===== src/rtl/wdm_pkg.sv =====
// rtl/wdm_pkg.sv - shared state type and width helper for the tuner power detector
package wdm_pkg;

  typedef enum logic [1:0] {
    IDLE    = 2'd0,
    ACCUM   = 2'd1,
    COMPARE = 2'd2,
    REPORT  = 2'd3
  } tuner_pwr_detect_state_e;

  // A group of 2**avg_log2 full-scale samples needs avg_log2 extra bits of headroom.
  function automatic int sum_width(input int adc_width, input int avg_log2);
    return adc_width + avg_log2;
  endfunction

endpackage


===== src/rtl/tuner_pwr_detect_ch.sv =====
// rtl/tuner_pwr_detect_ch.sv - per-channel group sum, average and peak/min tracker (min under TUNER_PWR_DETECT_MIN_EN)
module tuner_pwr_detect_ch
  import wdm_pkg::*;
#(
  parameter int ADC_WIDTH = 8,
  parameter int AVG_LOG2  = 2,
  parameter int IDX_WIDTH = 8
) (
  input  logic                 clk,
  input  logic                 rst_n,
  input  logic                 acc,
  input  logic                 cmp,
  input  logic                 discard,
  input  logic                 clear,
  input  logic                 first,
  input  logic [ADC_WIDTH-1:0] pwr,
  input  logic [IDX_WIDTH-1:0] grp_idx,
  output logic [ADC_WIDTH-1:0] peak_pwr,
  output logic [IDX_WIDTH-1:0] peak_idx
`ifdef TUNER_PWR_DETECT_MIN_EN
  ,
  output logic [ADC_WIDTH-1:0] min_pwr,
  output logic [IDX_WIDTH-1:0] min_idx
`endif
);

  localparam int SUM_W = sum_width(ADC_WIDTH, AVG_LOG2);

  logic [SUM_W-1:0]     sum;
  logic [ADC_WIDTH-1:0] avg;

  // Dropping the low AVG_LOG2 bits is the truncating divide by the group size.
  assign avg = sum[SUM_W-1:AVG_LOG2];

  // Accumulate beats, then on compare update the extremes; strict compares keep the earlier index on ties.
  always_ff @(posedge clk) begin
    if (!rst_n || clear) begin
      sum      <= '0;
      peak_pwr <= '0;
      peak_idx <= '0;
`ifdef TUNER_PWR_DETECT_MIN_EN
      min_pwr  <= '0;
      min_idx  <= '0;
`endif
    end else begin
      if (cmp || discard) begin
        sum <= '0;
      end else if (acc) begin
        sum <= sum + SUM_W'(pwr);
      end
      if (cmp && (first || avg > peak_pwr)) begin
        peak_pwr <= avg;
        peak_idx <= grp_idx;
      end
`ifdef TUNER_PWR_DETECT_MIN_EN
      if (cmp && (first || avg < min_pwr)) begin
        min_pwr <= avg;
        min_idx <= grp_idx;
      end
`endif
    end
  end

endmodule


===== src/rtl/tuner_pwr_detect_multi.sv =====
// rtl/tuner_pwr_detect_multi.sv - multi-channel sweep peak detector top; TUNER_PWR_DETECT_MIN_EN adds minimum tracking
module tuner_pwr_detect_multi
  import wdm_pkg::*;
#(
  parameter int ADC_WIDTH = 8,
  parameter int NUM_CH    = 4,
  parameter int AVG_LOG2  = 2,
  parameter int IDX_WIDTH = 8
) (
  input  logic                          i_clk,
  input  logic                          i_rst_n,
  input  logic                          i_active,
  input  logic                          i_refresh,
  input  logic                          i_sample_val,
  output logic                          o_sample_rdy,
  input  logic [NUM_CH*ADC_WIDTH-1:0]   i_sample_pwr,
  input  logic [IDX_WIDTH-1:0]          i_sample_idx,
  input  logic                          i_sweep_last,
  output logic                          o_detect_val,
  input  logic                          i_detect_rdy,
  output logic [NUM_CH*ADC_WIDTH-1:0]   o_detect_pwr,
  output logic [NUM_CH*IDX_WIDTH-1:0]   o_detect_idx,
`ifdef TUNER_PWR_DETECT_MIN_EN
  output logic [NUM_CH*ADC_WIDTH-1:0]   o_detect_min_pwr,
  output logic [NUM_CH*IDX_WIDTH-1:0]   o_detect_min_idx,
`endif
  output logic                          o_busy
);

  localparam int               CNT_W    = (AVG_LOG2 > 0) ? AVG_LOG2 : 1;
  localparam logic [CNT_W-1:0] CNT_LAST = CNT_W'((1 << AVG_LOG2) - 1);

  tuner_pwr_detect_state_e state;
  logic [CNT_W-1:0]     cnt;
  logic [IDX_WIDTH-1:0] grp_idx;
  logic                 first_grp;
  logic                 grp_full;
  logic                 grp_last;

  logic in_sweep, start, abort, refresh, handshake, beat, close;
  logic ch_cmp, ch_disc, ch_clear;

  // Abort outranks refresh, and both outrank a same-cycle beat.
  assign in_sweep  = (state == ACCUM) || (state == COMPARE);
  assign start     = (state == IDLE) && i_active;
  assign abort     = in_sweep && !i_active;
  assign refresh   = in_sweep && i_active && i_refresh;
  assign handshake = (state == REPORT) && i_detect_rdy;
  assign beat      = (state == ACCUM) && i_sample_val && !abort && !refresh;
  assign close     = beat && (i_sweep_last || cnt == CNT_LAST);
  assign ch_cmp    = (state == COMPARE) && grp_full && !abort && !refresh;
  assign ch_disc   = (state == COMPARE) && !grp_full && !abort && !refresh;
  assign ch_clear  = start || abort || refresh || handshake;

  assign o_sample_rdy = (state == ACCUM);
  assign o_detect_val = (state == REPORT);
  assign o_busy       = (state != IDLE);

  // Sweep sequencing: group beat counting, group index latch and the first-group flag.
  always_ff @(posedge i_clk) begin
    if (!i_rst_n) begin
      state     <= IDLE;
      cnt       <= '0;
      grp_idx   <= '0;
      first_grp <= 1'b0;
      grp_full  <= 1'b0;
      grp_last  <= 1'b0;
    end else begin
      case (state)
        IDLE: begin
          if (i_active) begin
            state     <= ACCUM;
            cnt       <= '0;
            first_grp <= 1'b1;
          end
        end
        ACCUM: begin
          if (abort) begin
            state     <= IDLE;
            cnt       <= '0;
            first_grp <= 1'b0;
          end else if (refresh) begin
            // A refresh restarts the sweep, so the next full group seeds the records again.
            state     <= ACCUM;
            cnt       <= '0;
            first_grp <= 1'b1;
          end else if (beat) begin
            if (cnt == '0) grp_idx <= i_sample_idx;
            if (close) begin
              state    <= COMPARE;
              cnt      <= '0;
              grp_full <= (cnt == CNT_LAST);
              grp_last <= i_sweep_last;
            end else begin
              cnt <= cnt + CNT_W'(1);
            end
          end
        end
        COMPARE: begin
          if (abort) begin
            state     <= IDLE;
            first_grp <= 1'b0;
          end else if (refresh) begin
            state     <= ACCUM;
            first_grp <= 1'b1;
          end else begin
            if (grp_full) first_grp <= 1'b0;
            state <= grp_last ? REPORT : ACCUM;
          end
        end
        REPORT: begin
          if (i_detect_rdy) begin
            first_grp <= 1'b1;
            state     <= i_active ? ACCUM : IDLE;
          end
        end
        default: state <= IDLE;
      endcase
    end
  end

  for (genvar k = 0; k < NUM_CH; k++) begin : g_ch
    tuner_pwr_detect_ch #(
      .ADC_WIDTH (ADC_WIDTH),
      .AVG_LOG2  (AVG_LOG2),
      .IDX_WIDTH (IDX_WIDTH)
    ) u_ch (
      .clk      (i_clk),
      .rst_n    (i_rst_n),
      .acc      (beat),
      .cmp      (ch_cmp),
      .discard  (ch_disc),
      .clear    (ch_clear),
      .first    (first_grp),
      .pwr      (i_sample_pwr[k*ADC_WIDTH +: ADC_WIDTH]),
      .grp_idx  (grp_idx),
      .peak_pwr (o_detect_pwr[k*ADC_WIDTH +: ADC_WIDTH]),
      .peak_idx (o_detect_idx[k*IDX_WIDTH +: IDX_WIDTH])
`ifdef TUNER_PWR_DETECT_MIN_EN
      ,
      .min_pwr  (o_detect_min_pwr[k*ADC_WIDTH +: ADC_WIDTH]),
      .min_idx  (o_detect_min_idx[k*IDX_WIDTH +: IDX_WIDTH])
`endif
    );
  end

endmodule


===== config.mk =====
export PLATFORM = sky130hd
export DESIGN_NAME = tuner_pwr_detect_multi
export DESIGN_NICKNAME = d
export VERILOG_FILES = /design/src/rtl/wdm_pkg.sv /design/src/rtl/tuner_pwr_detect_ch.sv /design/src/rtl/tuner_pwr_detect_multi.sv
export SDC_FILE = /design/constraint.sdc
export NUM_CORES = 1
export LEC_CHECK = 0
export CORE_MARGIN = 8
export CORE_UTILIZATION = 30
export CTS_BUF_LIST = sky130_fd_sc_hd__clkbuf_4 sky130_fd_sc_hd__clkbuf_8
export CTS_CLUSTER_DIAMETER = 200
export CTS_CLUSTER_SIZE = 10
export DETAILED_ROUTE_END_ITERATION = 12
export PLACE_DENSITY = 0.57
export RECOVER_POWER = 25
export SLEW_MARGIN = 20
export SYNTH_ARGS = -nofsm -noshare
export SYNTH_HDL_FRONTEND = slang
export SYNTH_SLANG_ARGS = --single-unit

===== constraint.sdc =====
create_clock -name i_clk -period 3 [get_ports i_clk]
set_input_delay 0.75 -clock i_clk [delete_from_list [all_inputs] [get_ports i_clk]]
set_output_delay 0.75 -clock i_clk [all_outputs]
set_load 0.02 [all_outputs]

Word-level counts from Yosys, hierarchy flattened. Index checks and enable logic that the tools add are counted.

Flip-flop bits (word level): 119. Bits of input ports: 47. Output and inout port bits: 67.

Add/subtract/negate cells: 5. $lt $le $gt $ge: 4. Equal/unequal tests: 10. Muxes and demuxes: 25. Bitwise gates (word level): 2. Reduce and logical (&&, ||, !) cells: 45.

Operators by type and width (number): adder 10 x 8 -> 10 bit (4); greater-than comparator 8 bit (4); two-way mux 2 bit (14); logical AND 1 bit (19); logical OR 1 bit (11); AND reduction 5 bit (2); two-way mux 1 bit (8); inequality test 4 x 1 -> 1 bit, second input constant (2); one-hot mux 2 bit (4 select lines) (1); AND reduction 4 bit (2); == test 2 bit, second input constant (3); logical NOT 1 bit (5); logical NOT 2 bit (2); inequality test 4 bit, second input constant (1); one-hot mux 1 bit (4 select lines) (1); one-hot mux 2 bit (2 select lines) (1); nonzero test 2 bit (2); inequality test 3 x 1 -> 1 bit, second input constant (1); AND reduction 3 bit (1); adder 2 x 1 -> 2 bit, second input constant (1); == test 2 x 1 -> 1 bit, second input constant (1); inequality test 2 x 1 -> 1 bit, second input constant (1); inequality test 2 bit, second input constant (1); inverter 1 bit (2); OR reduction 2 bit (1).

Longest topological paths before layout.
Depth after elaboration: 12. Depth in mapped cells: 9. Gate-level depth less buffers: 8.

By module. From an unflattened synthesis, not the netlist that was laid out.

Cell total of the unflattened synthesis: 865. Area, all modules: 7499.7 um^2.

Modules (own cells, without submodules): tuner_pwr_detect_ch at g_ch[0].u_ch ... (instances 3, cells each 190, area an instance 1639.1 um^2, seq. area each 520.5 um^2); tuner_pwr_detect_ch at g_ch[3].u_ch (instances 1, cells each 186, area an instance 1655.3 um^2, seq. area each 520.5 um^2); tuner_pwr_detect_multi (instances 1, cells each 109, area an instance 927.1 um^2, seq. area each 300.3 um^2).

Worst setup path after synthesis. Ideal clock, no wire load.

Kind: input port to flip-flop. Start point: input port i_sample_pwr[8]. End point: register g_ch[1].u_ch.sum[6]. Setup time: 0.122 ns. Arrival time: 2.327 ns. Slack: 0.551 ns. Cell stages on the path: 7. Cell sequence: ha_1 -> fa_1 -> a211oi_1 -> o21bai_1 -> a21oi_1 -> nor4_1 -> a311o_1.

Cells in the longest elaborated chain, start to end: 1.

RTL lines: start, declared (line tuner_pwr_detect_multi.sv:16) `input logic [NUM_CH*ADC_WIDTH-1:0] i_sample_pwr,`; adder 10 x 8 -> 10 bit (line tuner_pwr_detect_ch.sv:49) `sum <= sum + SUM_W'(pwr);`; end signal, assigned (line tuner_pwr_detect_ch.sv:49); end, declared (line tuner_pwr_detect_ch.sv:29) `logic [SUM_W-1:0] sum;`.

No other way between the ends. A chain may end at the register's enable or synchronous reset.

Worst setup path in the final report.
Start point: register state[1]. End point: output port o_sample_rdy.

Cells in the longest elaborated chain, start to end: 1.

RTL lines: start, declared (line tuner_pwr_detect_multi.sv:33) `tuner_pwr_detect_state_e state;`; start signal, assigned (line tuner_pwr_detect_multi.sv:108) `state <= grp_last ? REPORT : ACCUM;`; start signal, assigned (line tuner_pwr_detect_multi.sv:114) `state <= i_active ? ACCUM : IDLE;`; == test 2 x 1 -> 1 bit (line tuner_pwr_detect_multi.sv:55) `assign o_sample_rdy = (state == ACCUM);`; end, declared (line tuner_pwr_detect_multi.sv:15) `output logic o_sample_rdy,`.

No other way between the ends.

==> results.yml <==
clocking:
  clk_root_buffer_cell: "clkbuf_8"
  clk_latency_ns: 0.44
  cts_buffers: 17
  clk_pin_slew_ns: 0.07
  cts_sinks: 119
  cts_max_level: 4
  cts_buffer_depth: 2
  tritoncts: "built"
  post-cts-setup-buffers: 0
  post_cts_resized: 0
  cts_hold_buffers: 0
cells_and_area:
  fin_nets: 1065
  fillers: 2460
  drive_gt1_frac: 0.0617
  seqCellArea_um2: 2380
  design_area_um2: 9070
  final_util: 0.388
  n_antenna_cell: 0
  multi_input_area_um2: 4250
  synthToLayoutAreaGrowth_pct: 27.4
sta:
  fin_ws_ns: 0.203
  report.final.slew_viol_count: 0
  setup_violations: 0
  tightest_slew_ns: 0.974
  hold_viol_final: 0
  fin_skew_ns: 0.0137
  min_period_ns: 2.80
  fmax_mhz: 357
  tns_ns: 0
  maxSlewHeadroom: 0.351
  fin_crit_sh: 0.932
  rsz0062_at_grt: "false"
worst_setup_path:
  r2r_end: "g_ch[3].u_ch.peak_pwr[6]"
  critPathRequiredTime_ns: 2.25
  worstRegToRegCells: 8
  arrival_ns: 2.05
  r2r_start: "state[1]"
  critPathCaptureType: "output pin"
  crit_chain: "inv_1, ha_1, clkdlybuf4s50_1"
  start_kind: "flip-flop"
  slowest_delay_ns: 0.70
  crit_type: "reg -> out"
  rrSetupSlack_ns: 0.37
  path_max_fanout: 12
  crit_slowest_cell: "clkdlybuf4s50_1"
grt:
  grt_pass1_wl_mm: 30.3
  grt_util_all_layers: 0.133
  grt_max_degree: 51
  antenna_found_initial: 0
  grt_pass1_vias: 5725
  grt-ovfl-total: 0
logic_synthesis:
  synthCells: 825
  synth-xor-area-share: 0.00123
  synth.most_common_cell: "nand2_1"
  post_synth.cell_area_avg_um2: 8.63
  synthSimpleGateAreaFrac: 0.177
  synth-compound-area-share: 0.192
  ys_seq_area_frac: 0.335
  synth_top_family_by_area: "compound AO/OA/AOI/OAI gates"
  ys_ff_latch: 119
  synth_edf_count: 0
  synthFlopType: "dfxtp_1"
  netlist.top_cell.by_area: "dfxtp_1"
  synth_mux_area_frac: 0.0998
  postSynthNetCount: 946
  async_reset_ff_frac: 0
  synthAdderAreaFrac: 0.134
  ys.warnings.count: 0
  synth_cell_types: 56
  synth_area_leaders: "dfxtp_1 (33%), ha_1 (12%), mux2i_1 (10%), nand2_1 (7.9%), a21oi_1 (3.1%)"
  mappedNetlistArea_um2: 7120
  yosys-top-cells-count: "nand2_1 (149), dfxtp_1 (119), mux2i_1 (71)"
  synth_top_area_frac: 0.335
outcome:
  outcome: "finished clean"
power_and_ir_drop:
  power.total_mw: 4.12
  power.density_nw_per_um2: 454
  p_leak_nw: 3.45
  peakVddDrop_v: 0.000206
min_path:
  hold_end: "grp_idx[2]"
  min-delay-start: "grp_idx[2]"
  worst_hold_path_type: "reg -> reg"
  holdPathStages: 2
flow_run:
  drv_cap: 0
drt:
  totalWireLength_mm: 19.2
  drt_pass1_iterations: 5
  vias: 6221
  first_iter_violations: 472
  ant_nets: 0
  drc: 0
  wl_per_cell_um: 15.1
  via_per_inst: 4.88
die:
  die_w_um: 170
  floorplan.initialDensity: 0.304
  dieArea_um2: 28900
  coreArea_um2: 23400
  fp.dieH_um: 170
  core.rowCount: 56
  ioPinCount: 114
placed_design:
  portBuffers: 113
  finalWeightedCongestion: 0.801
  place_ws_ns: 0.0187
  post_dp_cell_area_um2: 8720
  hpwl_mm: 14.6
## per-layer routing
metal,vias up,track usage,wire length (um)
met3,11,0.0378,1100
li1,3187,-,-
met1,2884,0.183,9770
met4,0,0.0320,174
met2,139,0.200,8200
met5,-,0,0
## cells in the final DEF (no fill, tap or decap), drive strengths merged, types with 5 or more instances in the layout
cell type and count:
nand2 149, dfxtp 119, clkdlybuf4s50 102, mux2i 71, ha 70, inv 57, a21oi 48, o21ai 32
nor2 30, nand3 29, clkbuf 27, a211oi 21, buf 20, o211ai 19, o21a 16, nand4 14
a21o 11, dlygate4sd3 11, or3 9, nand2b 9, nor3 8, or4 8, and3 8, nor2b 7
o211a 5, a211o 5, o21bai 5, o22ai 5, bufinv 5
## critical path: cells and delay by family (launching register included)
family	cells	cell delay (ns)
buffers and inverters	2	0.79
adder cells (fa/ha/maj)	1	0.47
flip-flops	1	0.35
## report_power, final
| part | leakage [nW] | switching, mW | total [mW] | internal [mW] |
|---|---|---|---|---|
| clock | 0.233 | 0.660 | 1.71 | 1.05 |
| combinational | 2.25 | 0.451 | 0.746 | 0.295 |
| sequential | 0.960 | 0.0435 | 1.66 | 1.62 |
| total | 3.45 | 1.15 | 4.12 | 2.96 |
## metrics by stage
stage	hold slack, ns	instances
finish	0.455	1275
global route	0.474	1275
CTS	0.458	1275
detailed placement	0.448	1244
global placement	0.442	1244
floorplan	0.437	825
## worst max path at each step
stage / startpoint / to / cells past startpoint
after floorplan: i_sample_pwr[8] / g_ch[1].u_ch.sum[6] / 7
final: state[1] / o_sample_rdy / 3
after global placement: i_sample_pwr[8] / g_ch[1].u_ch.sum[6] / 8
after global routing: state[1] / o_sample_rdy / 3
after detailed placement: i_sample_pwr[8] / g_ch[1].u_ch.sum[6] / 8
after CTS: state[1] / o_sample_rdy / 3
## sequential cells by signal, indices dropped and copies added, names as in the netlist
signal	flops
state	2
first_grp	1
g_ch.u_ch.sum	40
grp_full	1
g_ch.u_ch.peak_pwr	32
cnt	2
grp_idx	8
grp_last	1
g_ch.u_ch.peak_idx	32
## layout make-up
cell class	count	share of cell area
multi-input cells	611	0.468
inverters	57	0.0236
well taps	319	0.0440
clock buffers	22	0.0313
repair buffers	138	0.152
flip-flops and latches	119	0.263
clock inverters	9	0.0190
## cell families (layout without fill, tap and decap cells)
group / after synthesis / count (layout)
buffers and inverters: 95 / 226
adder cells (fa/ha/maj): 74 / 74
XOR/XNOR: 1 / 1
flip-flops: 119 / 119
AO/OA/AOI/OAI: 188 / 188
AND/OR/NAND/NOR: 277 / 277
multiplexers: 71 / 71
No activity file was read; power rests on OpenSTA's default activity.
